File: config.mk
export PLATFORM = sky130hd
export DESIGN_NAME = clkspec_divmod_n
export DESIGN_NICKNAME = d
export VERILOG_FILES = /design/src/rtl/clkspec_arith_pkg.sv /design/src/rtl/clkspec_divmod_step.sv /design/src/rtl/clkspec_divmod_n.sv
export SDC_FILE = /design/constraint.sdc
export NUM_CORES = 1
export LEC_CHECK = 0
export ABC_AREA = 1
export CAP_MARGIN = 20
export CORE_MARGIN = 5
export CORE_UTILIZATION = 40
export CTS_BUF_LIST = sky130_fd_sc_hd__clkbuf_16
export CTS_CLUSTER_SIZE = 12
export DETAILED_ROUTE_END_ITERATION = 8
export DONT_BUFFER_PORTS = 1
export PLACE_DENSITY = 0.61
export SYNTH_ARGS = -nofsm -noshare
export SYNTH_HDL_FRONTEND = slang
export SYNTH_SLANG_ARGS = --single-unit
File: constraint.sdc
create_clock -name clk -period 4 [get_ports clk]
set_input_delay 0.8 -clock clk [delete_from_list [all_inputs] [get_ports clk]]
set_output_delay 0.8 -clock clk [all_outputs]
set_load 0.05 [all_outputs]
File: src/rtl/clkspec_arith_pkg.sv
// Shared definitions for the iterative divider: FSM states and the
// width-independent helpers used for the divide-by-zero and sign fix-up.
package clkspec_arith_pkg;

  typedef enum logic [1:0] {
    IDLE = 2'd0,
    CALC = 2'd1,
    DONE = 2'd2
  } div_state_t;

  // Helpers work on the widest legal operand; callers slice the low bits.
  localparam int MAX_W = 64;

  // All-ones quotient reported for a zero divisor, w bits wide.
  function automatic logic [MAX_W-1:0] dz_quo(input int w);
    logic [MAX_W-1:0] ones;
    ones = '1;
    return ones >> (MAX_W - w);
  endfunction

  // Two's-complement negate when neg is set; the low bits of the result
  // are correct for any narrower width, which doubles as abs().
  function automatic logic [MAX_W-1:0] cond_neg(input logic [MAX_W-1:0] x,
                                                input logic neg);
    return neg ? (~x + 64'd1) : x;
  endfunction

endpackage

File: src/rtl/clkspec_divmod_step.sv
// One restoring-division iteration: shift the remainder/dividend pair left,
// trial-subtract the divisor and produce one quotient bit.
module clkspec_divmod_step
  import clkspec_arith_pkg::*;
#(
  parameter int WIDTH = 16
) (
  input  logic [WIDTH:0]   prem,
  input  logic [WIDTH-1:0] dvd,
  input  logic [WIDTH-1:0] dvs,
  output logic [WIDTH:0]   prem_nxt,
  output logic [WIDTH-1:0] dvd_nxt
);

  logic [WIDTH+1:0] sh;
  logic [WIDTH+1:0] diff;
  logic             qbit;

  // Trial subtraction; a borrow out of the extra top bit means "no fit".
  always_comb begin
    sh       = {prem, dvd[WIDTH-1]};
    diff     = sh - {2'b00, dvs};
    qbit     = ~diff[WIDTH+1];
    prem_nxt = qbit ? diff[WIDTH:0] : sh[WIDTH:0];
    dvd_nxt  = {dvd[WIDTH-2:0], qbit};
  end

endmodule

File: src/rtl/clkspec_divmod_n.sv
// Iterative quotient/remainder unit, one quotient bit per clock, with
// optional signed operands, divide-by-zero reporting and valid/ready ports.
module clkspec_divmod_n
  import clkspec_arith_pkg::*;
#(
  parameter int WIDTH     = 16,
  parameter bit SIGNED_EN = 1'b1
) (
  input  logic             clk,
  input  logic             reset,
  input  logic             in_valid,
  output logic             in_ready,
  input  logic [WIDTH-1:0] dd,
  input  logic [WIDTH-1:0] dv,
  input  logic             signed_mode,
  output logic             out_valid,
  input  logic             out_ready,
  output logic [WIDTH-1:0] quo,
  output logic [WIDTH-1:0] rem,
  output logic             div_zero
);

  localparam int CNT_W = $clog2(WIDTH);

  div_state_t state, state_nxt;

  logic [CNT_W-1:0] cnt;
  logic [WIDTH:0]   prem, prem_nxt;
  logic [WIDTH-1:0] dvd, dvd_nxt;
  logic [WIDTH-1:0] dvs;
  logic             neg_q, neg_r;

  logic signed [WIDTH-1:0] dd_s, dv_s;
  logic             sgn_act, dd_neg, dv_neg;
  logic [MAX_W-1:0] dd64, dv64, ddm64, dvm64;
  logic [MAX_W-1:0] q64, r64, qf64, rf64, dz64;

  clkspec_divmod_step #(.WIDTH(WIDTH)) u_step (
    .prem     (prem),
    .dvd      (dvd),
    .dvs      (dvs),
    .prem_nxt (prem_nxt),
    .dvd_nxt  (dvd_nxt)
  );

  // Operand magnitudes at accept and sign-corrected result of the last step.
  always_comb begin
    dd_s    = dd;
    dv_s    = dv;
    sgn_act = SIGNED_EN && signed_mode;
    dd_neg  = sgn_act && (dd_s < 0);
    dv_neg  = sgn_act && (dv_s < 0);
    dd64    = '0;
    dv64    = '0;
    q64     = '0;
    r64     = '0;
    dd64[WIDTH-1:0] = dd;
    dv64[WIDTH-1:0] = dv;
    q64[WIDTH-1:0]  = dvd_nxt;
    r64[WIDTH-1:0]  = prem_nxt[WIDTH-1:0];
    ddm64 = cond_neg(dd64, dd_neg);
    dvm64 = cond_neg(dv64, dv_neg);
    qf64  = cond_neg(q64, neg_q);
    rf64  = cond_neg(r64, neg_r);
    dz64  = dz_quo(WIDTH);
  end

  // State register.
  always_ff @(posedge clk or posedge reset) begin
    if (reset) state <= IDLE;
    else       state <= state_nxt;
  end

  // Next-state decode and handshake outputs.
  always_comb begin
    state_nxt = state;
    in_ready  = (state == IDLE);
    out_valid = (state == DONE);
    case (state)
      IDLE:    if (in_valid) state_nxt = (dv == '0) ? DONE : CALC;
      CALC:    if (cnt == '0) state_nxt = DONE;
      DONE:    if (out_ready) state_nxt = IDLE;
      default: state_nxt = IDLE;
    endcase
  end

  // Operand capture, iteration and result registration on DONE entry.
  always_ff @(posedge clk or posedge reset) begin
    if (reset) begin
      cnt      <= '0;
      prem     <= '0;
      dvd      <= '0;
      dvs      <= '0;
      neg_q    <= 1'b0;
      neg_r    <= 1'b0;
      quo      <= '0;
      rem      <= '0;
      div_zero <= 1'b0;
    end else begin
      case (state)
        IDLE: begin
          if (in_valid) begin
            prem  <= '0;
            dvd   <= ddm64[WIDTH-1:0];
            dvs   <= dvm64[WIDTH-1:0];
            neg_q <= dd_neg ^ dv_neg;
            neg_r <= dd_neg;
            cnt   <= CNT_W'(WIDTH - 1);
            if (dv == '0) begin
              quo      <= dz64[WIDTH-1:0];
              rem      <= dd;
              div_zero <= 1'b1;
            end
          end
        end
        CALC: begin
          prem <= prem_nxt;
          dvd  <= dvd_nxt;
          if (cnt == '0) begin
            quo      <= qf64[WIDTH-1:0];
            rem      <= rf64[WIDTH-1:0];
            div_zero <= 1'b0;
          end else begin
            cnt <= cnt - 1'b1;
          end
        end
        default: ;
      endcase
    end
  end

endmodule

==> impl_metrics.env <==
export IMPL_status="complete, no violations"
export IMPL_numCtsBuffers=9
export IMPL_cp_start_kind="flip-flop"
export IMPL_fmax_mhz=293.8
export IMPL_crit_type="reg -> reg"
export IMPL_highest_layer="met4"
export IMPL_nets=1011
export IMPL_cts_setup_buffers=0
export IMPL_ys_ff_latch=90
export IMPL_mostFrequentLayoutCells="243 x nand2_1, 141 x inv_1, 90 x dfrtp_1"
export IMPL_fin_skew_ns=0.01339
export IMPL_antenna_found_initial=0
export IMPL_synth_largest_area_cell="dfrtp_1"
export IMPL_htreeDepth=3
export IMPL_rr_worst_depth=18
export IMPL_syn_instance_count=961
export IMPL_coreArea_sq_um=16470
export IMPL_yosysWarnings=0
export IMPL_worst_pin_slew_ns=0.9804
export IMPL_timing_hold_ws_ns=0.3872
export IMPL_layout_commonest_cell="nand2_1"
export IMPL_async_reset_ff_share_pct=100.0
export IMPL_fin_crit_sh_pct=85.09
export IMPL_cts_sinks=90
export IMPL_first_global_vias=5960
export IMPL_drt_iter0_markers=408
export IMPL_drc_errors=0
export IMPL_wl_met1_microns=8855
export IMPL_wire_per_inst_microns=16.63
export IMPL_synth_distinct_cells=42
export IMPL_clk_pin_slew_ns=0.07
export IMPL_grt_pass1_wl_microns=32420
export IMPL_clk_latency_ns=0.36
export IMPL_hold_class="in -> async"
export IMPL_syn_nets=1020
export IMPL_slew_headroom_pct=34.57
export IMPL_start_util_pct=40.57
export IMPL_ys_top_cells_by_area="dfrtp_1 34%, nand2_1 14%, inv_1 7.9%, nand3_1 6.3%, o21ai_0 5.3%"
export IMPL_viasPerCell=5.270
export IMPL_slew_viol_final=0
export IMPL_ant_nets=0
export IMPL_setup_viol=0
export IMPL_r2r_slack_ns=0.60
export IMPL_cts_buffer_depth=2
export IMPL_setup_tns_final_ns=0
export IMPL_end_kind="flip-flop"
export IMPL_synth_top_area_share_pct=33.71
export IMPL_die_w_microns=139.2
export IMPL_num_rows=47
export IMPL_rsz0062_at_grt="no"
export IMPL_syn_to_final_growth_pct=6.893
export IMPL_cts_tree="built"
export IMPL_drt_first_pass_iters=5
export IMPL_crit_fanout=10
export IMPL_n_antenna_cell=0
export IMPL_routed_wl_met2_microns=8824
export IMPL_drive_above_1_share_pct=8.159
export IMPL_grt_total_usage_pct=20.83
export IMPL_grt_max_degree=47
export IMPL_fp_dieH_microns=139.2
export IMPL_layout_cells_non_filler=1176
export IMPL_overflow=0
export IMPL_wl_met3_microns=1375
export IMPL_synth_edf_count=0
export IMPL_period_minus_slack_ns=3.404
export IMPL_crit_arrival_ns=3.62
export IMPL_cts_hold_buf=0
export IMPL_synth_ff_type="dfrtp_1"
export IMPL_wl_microns=19560
export IMPL_portBuffers=0
export IMPL_dieArea_sq_um=19390
export IMPL_critical_path_required_ns=4.22
export IMPL_pin_count=72
export IMPL_root_buffer="clkbuf_16"
export IMPL_yosysSeqAreaShare_pct=33.71
export IMPL_fill_cells=1714
export IMPL_vias=6198
export IMPL_place_gp_congestion=0.9070
export IMPL_dpl_hpwl_microns=15130
export IMPL_synth_area_sq_um=6680
export IMPL_cap_violations=0
export IMPL_syn_area_per_cell_sq_um=6.951
export IMPL_hold_violations=0
export IMPL_cts_repair_resize_count=0
export IMPL_dp_cells=1161
[cell families (layout without fill, tap and decap cells)]
kind of cell,Yosys count,in the layout,synth area share (%)
AND/OR/NAND/NOR,486,486,34.84
flip-flops,90,90,33.71
AO/OA/AOI/OAI,169,169,14.33
buffers and inverters,174,169,10.26
XOR/XNOR,20,20,2.622
adder cells (fa/ha/maj),22,22,4.233
[stage by stage]
step / instance area, sq um / util, % / worst slack (ns)
finish: 7141 / 43.37 / 0.5964
global route: 7141 / 43.37 / 0.1709
detailed placement: 6888 / 41.83 / 0.6149
floorplan: 6680 / - / 0.8647
global placement: 6888 / 41.83 / 0.6547
CTS: 7141 / 43.37 / 0.6039
[area by class of cell]
cell class	instances	area (sq um)	area share, %
clock inverters	6	27.53	0.3855
flip-flops and latches	90	2252	31.54
multi-input cells	697	3747	52.48
well taps	220	275.3	3.855
clock buffers	9	225.2	3.154
inverters	146	553.0	7.745
repair buffers	8	60.06	0.8411
[metal layers]
metal / GRT usage [%] / up-vias
met3: 4.563 / 34
li1: - / 3122
met1: 28.86 / 2851
met2: 32.34 / 191
met4: 7.106 / 0
met5: 0 / -
[worst max-delay path: stages (launching register included)]
cell	delay [ns]
dfrtp_1	0.39
ha_1	0.38
nand2_2	0.14
inv_1	0.05
nand2_1	0.05
nand2_1	0.06
inv_1	0.07
nand3_2	0.12
nand2_4	0.13
nand3_4	0.17
nand2_8	0.18
ha_1	0.20
nand3_1	0.13
nor3_1	0.31
nand2_1	0.14
o31ai_1	0.40
o21ai_0	0.13
a21oi_1	0.13
o21ai_0	0.08
[synth_stat cells (13+ instances only)]
library cell  instances
xor2_1               13
dfrtp_1              90
nand2_1             243
nor2_1               74
a21oi_1              43
nand2_4              14
nor3_1               19
o21ai_0              71
o22ai_1              13
nand3_1              84
clkbuf_1             20
ha_1                 21
inv_1               140
nand2_2              14
[worst paths after layout]
check                         from      end
max in group asynchronous    reset   dvs[0]
max reg2reg                prem[7]  quo[12]
max                        prem[7]  quo[12]
min in group clk            cnt[0]   cnt[0]
min reg2reg                 cnt[0]   cnt[0]
min                          reset   rem[7]
[registers in the layout (all words and copies together), names as in the netlist]
signal / cells
dvd: 16
dvs: 16
neg_q: 1
prem: 17
rem: 16
state: 2
quo: 16
neg_r: 1
div_zero: 1
cnt: 4
Power is not shown: default switching activity piles up to over one toggle a cycle in this logic, so the estimate is an artifact.
